## src/rtl/pc_sequencer_if.sv

```systemverilog
// Fetch-side and issue-side handshake bundle between the PC sequencer,
// the instruction memory and the datapath.
interface pc_sequencer_if;
  logic        imem_req;
  logic [31:0] imem_addr;
  logic        imem_ack;
  logic [31:0] imem_rdata;
  logic        instr_valid;
  logic        instr_ready;
  logic [31:0] instr_out;

  modport master (
    output imem_req, imem_addr, instr_valid, instr_out,
    input  imem_ack, imem_rdata, instr_ready
  );

  modport slave (
    input  imem_req, imem_addr, instr_valid, instr_out,
    output imem_ack, imem_rdata, instr_ready
  );
endinterface

```

## src/rtl/pc_sequencer.sv

```systemverilog
// Program-counter sequencer: fetches one instruction at a time, hands it to the
// datapath, follows redirects and halts on misalignment, bus timeout or request.
module pc_sequencer #(
  parameter logic [31:0] RESET_VECTOR = 32'h0000_0000,
  parameter int          ACK_TIMEOUT  = 16
) (
  input  logic               clk,
  input  logic               reset,
  pc_sequencer_if.master     bus,
  output logic [31:0]        pc_out,
  input  logic               redirect,
  input  logic [31:0]        redirect_target,
  input  logic               halt_req,
  output logic               halted,
  output logic               err_misalign,
  output logic               err_bus
);

  typedef enum logic [1:0] {RST_WAIT, FETCH, ISSUE, HALTED} state_t;

  localparam logic [7:0] CNT_LAST = 8'(ACK_TIMEOUT - 1);

  state_t      state_q, state_d;
  logic [31:0] pc_q, pc_d;
  logic [31:0] instr_q, instr_d;
  logic [31:0] target_q, target_d;
  logic        flush_q, flush_d;
  logic [7:0]  cnt_q, cnt_d;
  logic        em_q, em_d;
  logic        eb_q, eb_d;

  logic        misaligned;
  logic        flush_now;
  logic [31:0] target_now;

  assign misaligned = redirect && (redirect_target[1:0] != 2'b00);
  // A redirect arriving in the same cycle as the ack still kills the word.
  assign flush_now  = flush_q || redirect;
  assign target_now = redirect ? redirect_target : target_q;

  // NOTE: reset is synchronous here, so it lives inside the clocked branch and
  // every register, including the instruction word, is given a defined value.
  always_ff @(posedge clk) begin
    if (!reset) begin
      state_q  <= RST_WAIT;
      pc_q     <= RESET_VECTOR;
      instr_q  <= 32'h0;
      target_q <= 32'h0;
      flush_q  <= 1'b0;
      cnt_q    <= 8'h0;
      em_q     <= 1'b0;
      eb_q     <= 1'b0;
    end else begin
      // NOTE: non-blocking assignments so every register samples pre-edge values.
      state_q  <= state_d;
      pc_q     <= pc_d;
      instr_q  <= instr_d;
      target_q <= target_d;
      flush_q  <= flush_d;
      cnt_q    <= cnt_d;
      em_q     <= em_d;
      eb_q     <= eb_d;
    end
  end

  always_comb begin
    // NOTE: hold-by-default on every variable keeps this block free of latches.
    state_d  = state_q;
    pc_d     = pc_q;
    instr_d  = instr_q;
    target_d = target_q;
    flush_d  = flush_q;
    cnt_d    = cnt_q;
    em_d     = em_q;
    eb_d     = eb_q;
    unique case (state_q)
      RST_WAIT: begin
        state_d = FETCH;
        cnt_d   = 8'h0;
        flush_d = 1'b0;
      end
      FETCH: begin
        if (misaligned) begin
          em_d    = 1'b1;
          state_d = HALTED;
        end else if (bus.imem_ack) begin
          cnt_d = 8'h0;
          if (flush_now) begin
            pc_d    = target_now;
            flush_d = 1'b0;
          end else begin
            instr_d = bus.imem_rdata;
            state_d = ISSUE;
          end
        end else if (cnt_q == CNT_LAST) begin
          eb_d    = 1'b1;
          state_d = HALTED;
        end else begin
          cnt_d = cnt_q + 8'd1;
          if (redirect) begin
            flush_d  = 1'b1;
            target_d = redirect_target;
          end
        end
      end
      ISSUE: begin
        if (bus.instr_ready) begin
          if (misaligned) begin
            em_d    = 1'b1;
            state_d = HALTED;
          end else begin
            pc_d    = redirect ? redirect_target : pc_q + 32'd4;
            state_d = halt_req ? HALTED : FETCH;
            cnt_d   = 8'h0;
            flush_d = 1'b0;
          end
        end
      end
      HALTED: ;
      default: state_d = RST_WAIT;
    endcase
  end

  always_comb begin
    bus.imem_req    = (state_q == FETCH);
    bus.instr_valid = (state_q == ISSUE);
    halted          = (state_q == HALTED);
    bus.imem_addr   = pc_q;
    bus.instr_out   = instr_q;
    pc_out          = pc_q;
    err_misalign    = em_q;
    err_bus         = eb_q;
  end

endmodule

```

## src/flat_wrapper.sv

```systemverilog
// flat-port wrapper written by rule: the top's interface ports become plain ports
module pc_sequencer_flat 
#(
  parameter logic [31:0] RESET_VECTOR = 32'h0000_0000,
  parameter int          ACK_TIMEOUT  = 16
)
  (clk, reset, pc_out, redirect, redirect_target, halt_req, halted, err_misalign, err_bus, bus_imem_req, bus_imem_addr, bus_instr_valid, bus_instr_out, bus_imem_ack, bus_imem_rdata, bus_instr_ready);
  pc_sequencer_if bus_i ();
  input  logic clk;
  input  logic reset;
  output logic [31:0] pc_out;
  input  logic redirect;
  input  logic [31:0] redirect_target;
  input  logic halt_req;
  output logic halted;
  output logic err_misalign;
  output logic err_bus;
  output wire logic [$bits(bus_i.imem_req)-1:0] bus_imem_req;
  output wire logic [$bits(bus_i.imem_addr)-1:0] bus_imem_addr;
  output wire logic [$bits(bus_i.instr_valid)-1:0] bus_instr_valid;
  output wire logic [$bits(bus_i.instr_out)-1:0] bus_instr_out;
  input wire logic [$bits(bus_i.imem_ack)-1:0] bus_imem_ack;
  input wire logic [$bits(bus_i.imem_rdata)-1:0] bus_imem_rdata;
  input wire logic [$bits(bus_i.instr_ready)-1:0] bus_instr_ready;
  assign bus_imem_req = bus_i.imem_req;
  assign bus_imem_addr = bus_i.imem_addr;
  assign bus_instr_valid = bus_i.instr_valid;
  assign bus_instr_out = bus_i.instr_out;
  assign bus_i.imem_ack = bus_imem_ack;
  assign bus_i.imem_rdata = bus_imem_rdata;
  assign bus_i.instr_ready = bus_instr_ready;
  pc_sequencer #(.RESET_VECTOR(RESET_VECTOR), .ACK_TIMEOUT(ACK_TIMEOUT)) u_core (.clk(clk), .reset(reset), .bus(bus_i), .pc_out(pc_out), .redirect(redirect), .redirect_target(redirect_target), .halt_req(halt_req), .halted(halted), .err_misalign(err_misalign), .err_bus(err_bus));
endmodule
```

## config.mk

```make
export PLATFORM = sky130hd
export DESIGN_NAME = pc_sequencer_flat
export DESIGN_NICKNAME = d
export VERILOG_FILES = /design/src/rtl/pc_sequencer_if.sv /design/src/rtl/pc_sequencer.sv /design/src/flat_wrapper.sv
export SDC_FILE = /design/constraint.sdc
export NUM_CORES = 1
export LEC_CHECK = 0
export ABC_AREA = 1
export CORE_ASPECT_RATIO = 1.25
export CORE_MARGIN = 8
export CORE_UTILIZATION = 60
export DETAILED_ROUTE_END_ITERATION = 12
export DONT_BUFFER_PORTS = 1
export PLACE_DENSITY_LB_ADDON = 0.12
export SLEW_MARGIN = 20
export SYNTH_ARGS = -nofsm -noshare
export SYNTH_HDL_FRONTEND = slang
export SYNTH_SLANG_ARGS = --single-unit
```

## constraint.sdc

```tcl
create_clock -name clk -period 4.5 [get_ports clk]
set_input_delay 0.9 -clock clk [delete_from_list [all_inputs] [get_ports clk]]
set_output_delay 0.9 -clock clk [all_outputs]
set_load 0.02 [all_outputs]
```

==> flow_metrics.tcl <==
set metrics [dict create \
    start_util 0.6116 \
    rows 41 \
    path_cells "ha_1 -> buf_4 -> nand2_1 -> inv_1 -> o21ai_0 -> nand2_1 -> a21oi_1 -> nor2_1" \
    arrival_ns 3.22 \
    die_y_microns 129.2 \
    yosys_warnings 0 \
    fin_crit_sh 0.6513 \
    r2r-end "u_core.bus.imem_addr[9]" \
    rsz0062_at_grt "no" \
    fillCellCount 989 \
    gp_congestion 0.8805 \
    tns_ns 0 \
    insertion_delay_ns 0.35 \
    layout.nets 958 \
    wirelength_microns 17170 \
    place_area_sq_um 5816 \
    worst_slew_pin_slew_ns 0.8945 \
    dp.cells 1001 \
    holdPathStages 2 \
    vias 5892 \
    cts_setup_buffers 0 \
    critPathMaxFanout 27 \
    diodes 0 \
    hold_buffers 0 \
    ioPinCount 171 \
    dp_hpwl_microns 12160 \
    max_freq_mhz 341.2 \
    synth_fp_nets 1024 \
    first_pass_iters 5 \
    wl_per_cell_microns 16.90 \
    hp-class "register to register" \
    detail_route.iter0.violations 378 \
    hold_start "u_core.target_q[29]" \
    area_growth_syn_to_layout_pct -0.6307 \
    netlist_instances 949 \
    total_power_mw 3.588 \
    whs_ns 0.4731 \
    core_sq_um 10050 \
    instances_no_fill 1016 \
    synth-edff-count 0 \
    cts_sinks 109 \
    hold_viol 0 \
    grt_overflow_total 0 \
    fin_crit_ns 2.931 \
    synth_xor_area_frac 0.001424 \
    final_core_util 0.6078 \
    critPathMostFrequentCell "nand2_1" \
    crit_type "register to register" \
    synth_seq_cells 109 \
    reg2regPathDepth 8 \
    cts_buffers 9 \
    slowest_delay_ns 0.70 \
    powerDensity_nw_per_um2 587.2 \
    peakVddDrop_mv 0.2685 \
    hold_end "u_core.target_q[29]" \
    grt_pass1_wl_microns 26570 \
    syn_area_per_cell_sq_um 6.480 \
    synth_compound_area_frac 0.1762 \
    synth_area_sq_um 6150 \
    antenna_found_initial 0 \
    reg2reg_from "u_core.state_q[1]" \
    power.leakage_nw 2.438 \
    grt_pass1_vias 5405 \
    grt_max_degree 95 \
    cp_slowest_cell "ha_1" \
    regToRegSetupSlack_ns 1.57 \
    clkTransAtPathRegs_ns 0.08 \
    yosys.area_share.simple 0.3282 \
    cts_root_buf "clkbuf_16" \
    vias_per_cell 5.799 \
    grt_usage 0.2370 \
    crit_path_start_kind "register" \
    slew_headroom 0.4022 \
    slew_viol_final 0 \
    io_buffers 0 \
    clock_path_buffers 2 \
    htreeDepth 3 \
    cts_tree "yes" \
    synth_fa_ha_area_frac 0.01017 \
    crit_required_ns 4.79 \
    synth_top_family_by_area "simple AND/OR/NAND/NOR gates" \
    drc_errors 0 \
    cap_violations 0 \
    design_area_sq_um 6111 \
    place_ws_ns 1.613 \
    post_cts_resized 0 \
    synth.distinct_cells 33 \
    die_w_microns 106.6 \
    fin_ws_ns 1.569 \
    dieArea_sq_um 13770 \
    finalSetupViolCount 0 \
    finalClockSkew_ns 0.007912 \
    muxShareOfSynthArea 0 \
    async_flop_share 0 \
    ant_nets 0 \
    synth_flop_cell "dfxtp_1" \
    drive_gt1_frac 0.05975 \
    critPathCaptureType "register" \
    status "completed" \
    seq_area_frac_synth 0.3548 \
]
## layout make-up
type	count	area (sq um)	area share
inverters	75	284.0	0.04648
well taps	129	161.4	0.02641
clock inverters	6	70.07	0.01147
multi-input cells	686	3173	0.5192
repair buffers	2	15.01	0.002457
clock buffers	9	225.2	0.03686
flip-flops and latches	109	2182	0.3571
## critical path: cells and delay by family, from the launching register on
kind                       cells  cell delay (ns)
DFF                            1             0.39
adders and majority gates      1             0.70
AOI/OAI and AO/OA              2             0.24
buffers and inverters          2             0.99
and+or+nand+nor                3             0.55
## how the worst max path moves through the flow
| stage | start | to | slack (ns) | depth (start not counted) |
|---|---|---|---|---|
| final | u_core.state_q[1] | u_core.bus.imem_addr[9] | 1.57 | 8 |
| after floorplan | redirect | u_core.bus.imem_addr[24] | 2.63 | 10 |
| after detailed placement | u_core.state_q[0] | u_core.bus.imem_addr[5] | 1.61 | 10 |
| after global placement | u_core.state_q[0] | u_core.bus.imem_addr[5] | 1.72 | 10 |
| after CTS | u_core.state_q[1] | u_core.bus.imem_addr[9] | 1.61 | 8 |
| after global routing | u_core.state_q[0] | u_core.bus.imem_addr[6] | 1.37 | 10 |
## per-layer routing
layer	GRT usage	part of all wire	routed length, microns
met1	0.2628	0.40	6839
met2	0.4181	0.49	8465
met3	0.05663	0.078	1345
met4	0.1120	0.030	518
met5	0	0	0
## report_power, final
part / switching [mW] / internal, mW / total (mW) / leakage [nW]
Combinational: 0.780 / 0.347 / 1.13 / 1.40
Clock: 0.371 / 0.435 / 0.807 / 0.147
Sequential: 0.485 / 1.17 / 1.65 / 0.889
Total: 1.64 / 1.95 / 3.59 / 2.44
## cells by family after synthesis
kind of cell    count (synthesis)
buf+inv                       154
xor+xnor                        1
simple gates                  475
fa+ha+maj                       5
compound gates                205
flops                         109
## state kept, by name, summed over array words and instances (netlist names)
signal / flops
u_core.bus.imem_addr: 32
u_core.bus.instr_out: 32
u_core.target_q: 32
u_core.cnt_q: 8
u_core.state_q: 2
u_core.err_bus: 1
u_core.err_misalign: 1
u_core.flush_q: 1
## cell usage in the layout (no fill, tap or decap), drive strengths merged, types with 2 or more instances in the layout
master	instances
a21oi	58
a31oi	2
and2	2
buf	2
clkbuf	9
clkinv	2
dfxtp	109
ha	5
inv	78
nand2	208
nand3	46
nand4	17
nor2	197
nor3	3
o21ai	125
o21bai	6
o31ai	13
## cells in the mapped netlist (all sizes together), types with 2 or more instances
| library cell | count | area share |
|---|---|---|
| inv | 75 | 0.046 |
| o21bai | 6 | 0.0073 |
| buf | 63 | 0.073 |
| and2 | 2 | 0.0020 |
| dfxtp | 109 | 0.35 |
| a21oi | 58 | 0.048 |
| a31oi | 2 | 0.0020 |
| o21ai | 125 | 0.10 |
| clkbuf | 16 | 0.0098 |
| ha | 5 | 0.010 |
| nor2 | 197 | 0.13 |
| nand3 | 46 | 0.039 |
| nand4 | 17 | 0.018 |
| nor3 | 3 | 0.0024 |
| nand2 | 208 | 0.13 |
| o31ai | 13 | 0.016 |
Note: power is estimated with default switching activity, not from simulation.
